## src/rtl/subsq_pkg.sv

```systemverilog
// subsq_pkg: shared widths, default seed and controller state encoding
package subsq_pkg;
    localparam int ROOT_W  = 4;
    localparam int STATE_W = 8;
    localparam logic [STATE_W-1:0] DEFAULT_SEED = 8'd17;
    typedef logic [2:0] state_t;
    localparam state_t S_IDLE  = 3'd0;
    localparam state_t S_SEED  = 3'd1;
    localparam state_t S_LOAD  = 3'd2;
    localparam state_t S_TURN  = 3'd3;
    localparam state_t S_CHECK = 3'd4;
    localparam state_t S_OVER  = 3'd5;
endpackage

```

## src/rtl/subsq_game_ctrl_if.sv

```systemverilog
// subsq_game_ctrl_if: move valid/ready handshake between a player and the controller
interface subsq_game_ctrl_if;
    import subsq_pkg::*;
    logic              move_valid;
    logic [ROOT_W-1:0] move_root;
    logic              move_ready;
    modport master (output move_valid, move_root, input move_ready);
    modport slave  (input move_valid, move_root, output move_ready);
endinterface

```

## src/rtl/subsq_move_check.sv

```systemverilog
// subsq_move_check: squares a root and tests it against the remaining game value
module subsq_move_check
    import subsq_pkg::*;
(
    input  logic [ROOT_W-1:0]  root_i,
    input  logic [STATE_W-1:0] state_i,
    output logic [STATE_W-1:0] sq_o,
    output logic               legal_o,
    output logic [STATE_W-1:0] next_state_o
);
    assign sq_o         = STATE_W'(root_i) * STATE_W'(root_i);
    assign legal_o      = (root_i != '0) && (sq_o <= state_i);
    assign next_state_o = state_i - sq_o;
endmodule

```

## src/rtl/subsq_game_ctrl.sv

```systemverilog
// subsq_game_ctrl: seeds a Subtract-a-Square game, alternates two players and
// applies checked moves until the value hits zero or a turn times out.
module subsq_game_ctrl
    import subsq_pkg::*;
#(
    parameter int unsigned TURN_TIMEOUT = 0,
    parameter int unsigned TO_W         = 32
)
(
    input  logic               clk,
    input  logic               reset_n,
    input  logic               start_i,
    input  logic               abort_i,
    output logic               enable_rand_o,
    input  logic [STATE_W-1:0] seed_state_i,
    subsq_game_ctrl_if.slave   mv,
    output logic [STATE_W-1:0] game_state_o,
    output logic               player_o,
    output logic               move_ack_o,
    output logic               move_err_o,
    output logic               timeout_o,
    output logic               game_over_o,
    output logic               winner_o,
    output logic [7:0]         move_count_o
);
    state_t             state_q, state_d;
    logic [STATE_W-1:0] game_state_q, game_state_d;
    logic [ROOT_W-1:0]  root_q, root_d;
    logic [TO_W-1:0]    to_cnt_q, to_cnt_d;
    logic [7:0]         move_count_q, move_count_d;
    logic               player_q, player_d, winner_q, winner_d;
    logic               ack_q, ack_d, err_q, err_d, timeout_q, timeout_d, game_over_q;
    logic [STATE_W-1:0] sq, next_gs;
    logic               legal;

    subsq_move_check u_check (
        .root_i       (root_q),
        .state_i      (game_state_q),
        .sq_o         (sq),
        .legal_o      (legal),
        .next_state_o (next_gs)
    );

    assign mv.move_ready  = (state_q == S_TURN);
    assign enable_rand_o  = (state_q == S_SEED);

    always_comb begin
        state_d      = state_q;
        game_state_d = game_state_q;
        root_d       = root_q;
        to_cnt_d     = to_cnt_q;
        move_count_d = move_count_q;
        player_d     = player_q;
        winner_d     = winner_q;
        ack_d        = 1'b0;
        err_d        = 1'b0;
        timeout_d    = 1'b0;
        if (abort_i && state_q != S_IDLE)
            state_d = S_IDLE;
        else
            case (state_q)
                S_IDLE, S_OVER: state_d = start_i ? S_SEED : state_q;
                S_SEED: state_d = S_LOAD;
                S_LOAD: begin
                    game_state_d = (seed_state_i == '0) ? DEFAULT_SEED : seed_state_i;
                    player_d     = 1'b0;
                    winner_d     = 1'b0;
                    move_count_d = '0;
                    to_cnt_d     = '0;
                    state_d      = S_TURN;
                end
                S_TURN: begin
                    // a move presented on the last allowed cycle still wins over the timeout
                    if (mv.move_valid) begin
                        root_d  = mv.move_root;
                        state_d = S_CHECK;
                    end else if (TURN_TIMEOUT != 0 && to_cnt_q == TO_W'(TURN_TIMEOUT - 1)) begin
                        timeout_d = 1'b1;
                        winner_d  = ~player_q;
                        state_d   = S_OVER;
                    end else
                        to_cnt_d = to_cnt_q + TO_W'(1);
                end
                S_CHECK: begin
                    to_cnt_d = '0;
                    state_d  = S_TURN;
                    err_d    = ~legal;
                    if (legal) begin
                        ack_d        = 1'b1;
                        game_state_d = next_gs;
                        move_count_d = (move_count_q == 8'hFF) ? move_count_q : move_count_q + 8'd1;
                        if (sq == game_state_q) begin
                            winner_d = player_q;
                            state_d  = S_OVER;
                        end else
                            player_d = ~player_q;
                    end
                end
                default: state_d = S_IDLE;
            endcase
    end

    always_ff @(posedge clk) begin
        if (!reset_n) begin
            state_q      <= S_IDLE;
            game_state_q <= '0;
            root_q       <= '0;
            to_cnt_q     <= '0;
            move_count_q <= '0;
            player_q     <= 1'b0;
            winner_q     <= 1'b0;
            ack_q        <= 1'b0;
            err_q        <= 1'b0;
            timeout_q    <= 1'b0;
            game_over_q  <= 1'b0;
        end else begin
            state_q      <= state_d;
            game_state_q <= game_state_d;
            root_q       <= root_d;
            to_cnt_q     <= to_cnt_d;
            move_count_q <= move_count_d;
            player_q     <= player_d;
            winner_q     <= winner_d;
            ack_q        <= ack_d;
            err_q        <= err_d;
            timeout_q    <= timeout_d;
            game_over_q  <= (state_d == S_OVER);
        end
    end

    assign game_state_o = game_state_q;
    assign player_o     = player_q;
    assign winner_o     = winner_q;
    assign move_count_o = move_count_q;
    assign move_ack_o   = ack_q;
    assign move_err_o   = err_q;
    assign timeout_o    = timeout_q;
    assign game_over_o  = game_over_q;
endmodule

```

## src/flat_wrapper.sv

```systemverilog
// flat-port wrapper written by rule: the top's interface ports become plain ports
module subsq_game_ctrl_flat import subsq_pkg::*;
#(
    parameter int unsigned TURN_TIMEOUT = 0,
    parameter int unsigned TO_W         = 32
)
  (clk, reset_n, start_i, abort_i, enable_rand_o, seed_state_i, game_state_o, player_o, move_ack_o, move_err_o, timeout_o, game_over_o, winner_o, move_count_o, mv_move_valid, mv_move_root, mv_move_ready);
  subsq_game_ctrl_if mv_i ();
  input  logic clk;
  input  logic reset_n;
  input  logic start_i;
  input  logic abort_i;
  output logic enable_rand_o;
  input  logic [STATE_W-1:0] seed_state_i;
  output logic [STATE_W-1:0] game_state_o;
  output logic player_o;
  output logic move_ack_o;
  output logic move_err_o;
  output logic timeout_o;
  output logic game_over_o;
  output logic winner_o;
  output logic [7:0] move_count_o;
  input wire logic [$bits(mv_i.move_valid)-1:0] mv_move_valid;
  input wire logic [$bits(mv_i.move_root)-1:0] mv_move_root;
  output wire logic [$bits(mv_i.move_ready)-1:0] mv_move_ready;
  assign mv_i.move_valid = mv_move_valid;
  assign mv_i.move_root = mv_move_root;
  assign mv_move_ready = mv_i.move_ready;
  subsq_game_ctrl #(.TURN_TIMEOUT(TURN_TIMEOUT), .TO_W(TO_W)) u_core (.clk(clk), .reset_n(reset_n), .start_i(start_i), .abort_i(abort_i), .enable_rand_o(enable_rand_o), .seed_state_i(seed_state_i), .mv(mv_i), .game_state_o(game_state_o), .player_o(player_o), .move_ack_o(move_ack_o), .move_err_o(move_err_o), .timeout_o(timeout_o), .game_over_o(game_over_o), .winner_o(winner_o), .move_count_o(move_count_o));
endmodule
```

## config.mk

```make
export PLATFORM = sky130hd
export DESIGN_NAME = subsq_game_ctrl_flat
export DESIGN_NICKNAME = d
export VERILOG_FILES = /design/src/rtl/subsq_pkg.sv /design/src/rtl/subsq_game_ctrl_if.sv /design/src/rtl/subsq_move_check.sv /design/src/rtl/subsq_game_ctrl.sv /design/src/flat_wrapper.sv
export SDC_FILE = /design/constraint.sdc
export NUM_CORES = 1
export LEC_CHECK = 0
export CAP_MARGIN = 10
export CORE_MARGIN = 4
export CORE_UTILIZATION = 25
export DETAILED_ROUTE_END_ITERATION = 10
export GPL_TIMING_DRIVEN = 1
export PLACE_DENSITY = 0.54
export SLEW_MARGIN = 20
export SYNTH_ARGS = -nofsm -noshare
export SYNTH_HDL_FRONTEND = slang
export SYNTH_SLANG_ARGS = --single-unit
```

## constraint.sdc

```tcl
create_clock -name clk -period 4.3 [get_ports clk]
set_input_delay 0.43 -clock clk [delete_from_list [all_inputs] [get_ports clk]]
set_output_delay 0.43 -clock clk [all_outputs]
set_load 0.01 [all_outputs]
```

==> run summary <==
The run finished with clean final reports. The TritonCTS clock tree is built. For this run, the total global-route usage over all layers was measured as 12.3%.

Counting I/O delays and the setup requirement, the final critical path takes between 3000 and 4000 ps. The setup slack at placement is 1140 ps. In the post-synthesis netlist, the biggest area contributors are sky130_fd_sc_hd__dfxtp_1 29%, sky130_fd_sc_hd__ha_1 7.9%, sky130_fd_sc_hd__a21oi_1 5.5%, sky130_fd_sc_hd__nor2_1 4.9%, sky130_fd_sc_hd__nand2_1 3.6%.

The worst register-to-register path begins at u_core.root_q[1]$_SDFFE_PN0P_. The worst setup path is launched from a register. For the worst-skew pair, the clock arrives at the later sink with an insertion delay of 290 ps. The placed wire-length estimate after detailed placement is between 4000 and 5000 um. Clock-pin slew was measured on the worst setup and hold paths at 110 ps. The remaining max-slew budget at the tightest pin came out at 49.0%.

Buffers inserted during clock tree synthesis total 3. The synthesized design spends more area on one cell type than any other, namely sky130_fd_sc_hd__dfxtp_1. In the routed design, unresolved DRC markers number 0. Power comes to 0.675 mW. The count of final setup violators came out at 0. The most used flip-flop cell after synthesis is sky130_fd_sc_hd__dfxtp_1. The number of antenna cells inserted is 0.

Using the TritonRoute via totals, the vias-per-cell ratio works out to between 4 and 5. The number of maximum-capacitance constraint violations is 0. The number of hold-slack violations in the final timing report came out at 0. The count of flip-flops with a built-in enable after synthesis is 0. The share of flip-flops with an asynchronous set or reset after synthesis came out at 0%. The count of synthesis-stage warnings from yosys came out at 0. Among all stages on the critical path, the largest delay is contributed by sky130_fd_sc_hd__or4_1. For the final routed database, the setup TNS stands at 0 ps. The signal on the critical path passes through nor2b_1, ha_1, a21o_1, a21oi_1, xnor2_1, ha_1, nand4_1, a211o_1, and2_1, or4_1, a31oi_1. The TritonCTS sink count came out at 28. The H-tree depth is 1. The highest attainable clock frequency came out at 311 MHz. In this run the worst path has a maximum fanout of 8. The data arrival time of the critical path came out at 3420 ps. The area share of the largest cell type after synthesis came out at 29.5%. The peak supply drop is 127 uV. The final layout contains 307 nets. The total cell area at the placement stage is 2370 um2. The area of the mapped netlist came out at between 1500 and 2000 um2. The worst setup path is captured at a register. The number of synthesized register bits is 28.

The worst setup path is of the register to register kind. The routed design has 5350 um of wire. The layout-stage area growth over the synthesis result is 28.7%. The mean post-synth cell area is 7.82 um2. The worst hold path begins at u_core.winner_o$_SDFFE_PN0P_. Summing over every cut layer, the via total after detailed routing is 1854. The buffer depth of the longest clock path came out at 2. The count of pins over their slew limit is 0. The gate family responsible for the most delay along the worst path is simple AND/OR/NAND/NOR gates. The leakage power figure is 0.865 nW. In this run the clock root is driven by a sky130_fd_sc_hd__clkbuf_8. The finished cells cover roughly 2400 um2. The total area inside the core boundary comes to 7330 um2. The number of antenna violations at the first check in global routing came out at 0.

The share of final-layout standard cells stronger than drive strength 1 came out at 3.97%. In this run the tool buffered the top-level ports with 39 buffer cells. Setup repair after global routing left no endpoint under its margin. Sequential elements use 29.5% of the synthesized area. The min-delay analysis places its worst path in the category register to register. The remaining antenna violation count after routing came out at 0. The gate count after technology mapping is roughly 240. The distinct cell type count after synthesis is 49. After global routing the overflow that remains totals 0. In this design, the stage delay of the slowest critical-path cell is 510 ps. The clock tree skew after final layout is 12.8 ps. The total power per unit cell area came out at 276 nW/um2. The number of buffers inserted for hold repair after clock tree synthesis came out at 0.

The global placement routability congestion is 0.829. The standard-cell row count came out at 31. The net count after synthesis came out at 272. By instance count, the cell type seen most on the critical path is sky130_fd_sc_hd__ha_1. Dividing the detail-routed wire length by the instance count gives 14.2 um. The total buffers and inverters traversed by the critical path came out at 0. The required time of the critical path came out at 4510 ps. The number of post-CTS setup repair buffers is 0.

The worst hold-check slack is 485 ps. The maximum number of pins on one net before global-route repair came out at 17. The height of the die came out at between 90 and 100 um. Once the floorplan was initialized, standard cells occupied between 20 and 30% of the core. Once routing completed, OpenROAD measured the worst setup slack at about 1100 ps. In this run the count of I/O pins placed on the die edge is 41.

The die covers 9060 um2. Once the clock tree was built, the resizer swapped 0 gates to a different size. The number of DRC markers in iteration 0 is between 100 and 150. The die width is ~95 um. Before antenna repair, the detailed router went through 4 iterations. The number of global-route vias before repair is roughly 1800. The transition at the pin with the smallest max-transition slack is around 760 ps. The global-route wire length before repair came out at approximately 9000 um. The portion of the clock cycle consumed by the worst path in the final layout came out at 74.7%.

Tracing the worst setup path back leads to its startpoint at u_core.root_q[1]$_SDFFE_PN0P_.
## state kept, by name, indices dropped and copies added (netlist names)
register and flops:
u_core.root_q 4, u_core.player_o 1, u_core.move_count_o 8, u_core.game_state_o 8
u_core.game_over_o 1, u_core.move_ack_o 1, u_core.state_q 3, u_core.winner_o 1
u_core.move_err_o 1
## area by class of cell
cell class / count / area, um2
Clock buffer: 3 / 41.3
Multi-Input combinational cell: 198 / 1260
Tap cell: 99 / 124
Fill cell: 781 / 4880
Inverter: 6 / 22.5
Sequential cell: 28 / 561
Clock inverter: 1 / 30.0
Timing Repair Buffer: 41 / 405
## cells in the mapped netlist (all sizes together) (4+ instances only)
cell and n:
nand4 4, ha 12, a31oi 8, nand2 19, o21ai 9, nand2b 9
dfxtp 28, inv 6, nor3 9, and2 7, or4 4, a21o 4
a21oi 21, mux2i 6, clkbuf 8, xnor2 4, nand3 13, nor2 25
## layer usage
| layer | vias up | routed length [um] | track usage [%] |
|---|---|---|---|
| met3 | 5 | 313 | 2.84 |
| met5 | - | 0 | 0 |
| li1 | 967 | - | - |
| met4 | 0 | 40 | 2.16 |
| met2 | 40 | 2300 | 19.2 |
| met1 | 842 | 2700 | 17.4 |
## cell usage in the layout, fill, tap and decap left out, types with 4 or more instances in the layout
master,instances
sky130_fd_sc_hd__nor3_1,9
sky130_fd_sc_hd__nand4_1,4
sky130_fd_sc_hd__dfxtp_1,28
sky130_fd_sc_hd__nand3_1,13
sky130_fd_sc_hd__ha_1,12
sky130_fd_sc_hd__o21ai_0,9
sky130_fd_sc_hd__a21o_1,4
sky130_fd_sc_hd__nand2b_1,9
sky130_fd_sc_hd__nand2_1,18
sky130_fd_sc_hd__or4_1,4
sky130_fd_sc_hd__and2_1,7
sky130_fd_sc_hd__inv_1,6
sky130_fd_sc_hd__a21oi_1,21
sky130_fd_sc_hd__mux2i_1,6
sky130_fd_sc_hd__clkdlybuf4s50_1,39
sky130_fd_sc_hd__a31oi_1,7
sky130_fd_sc_hd__xnor2_1,4
sky130_fd_sc_hd__nor2_1,25
## worst register-to-register path, stage by stage (launching register included)
cell and delay (ps):
sky130_fd_sc_hd__dfxtp_1 470, sky130_fd_sc_hd__nor2b_1 80, sky130_fd_sc_hd__ha_1 340, sky130_fd_sc_hd__a21o_1 170, sky130_fd_sc_hd__a21oi_1 170, sky130_fd_sc_hd__xnor2_1 100
sky130_fd_sc_hd__ha_1 400, sky130_fd_sc_hd__nand4_1 190, sky130_fd_sc_hd__a211o_1 310, sky130_fd_sc_hd__and2_1 240, sky130_fd_sc_hd__or4_1 510, sky130_fd_sc_hd__a31oi_1 160
## cell families after synthesis
family          after synthesis  synth area share, %
flops                        28                 29.5
simple gates                104                 28.0
other cells                   1                0.197
xor+xnor                      7                 3.23
buf+inv                      17                 4.08
mux                           6                 3.16
compound gates               68                 24.0
fa+ha+maj                    12                 7.90
## where the power goes
group          total (mW)  switching, mW  internal, mW
clock network       0.218         0.0934         0.125
registers           0.286         0.0152         0.270
logic               0.171         0.0909        0.0802
## through the flow
step | instances | utilization (%)
floorplan | 243 | -
global route | 376 | 33.4
global placement | 372 | 32.4
finish | 376 | 33.4
detailed placement | 372 | 32.4
CTS | 376 | 33.4
## path summary, 6_finish.rpt
check | endpoint | slack (ps) | cells after the start
setup reg to reg | u_core.move_count_o[3]$_SDFFE_PN0P_ | 1090 | 11
setup / recovery | u_core.move_count_o[3]$_SDFFE_PN0P_ | 1090 | 11
hold / removal | u_core.winner_o$_SDFFE_PN0P_ | 480 | 2
hold reg to reg | u_core.winner_o$_SDFFE_PN0P_ | 480 | 2
(Power assumes the default switching activity.)
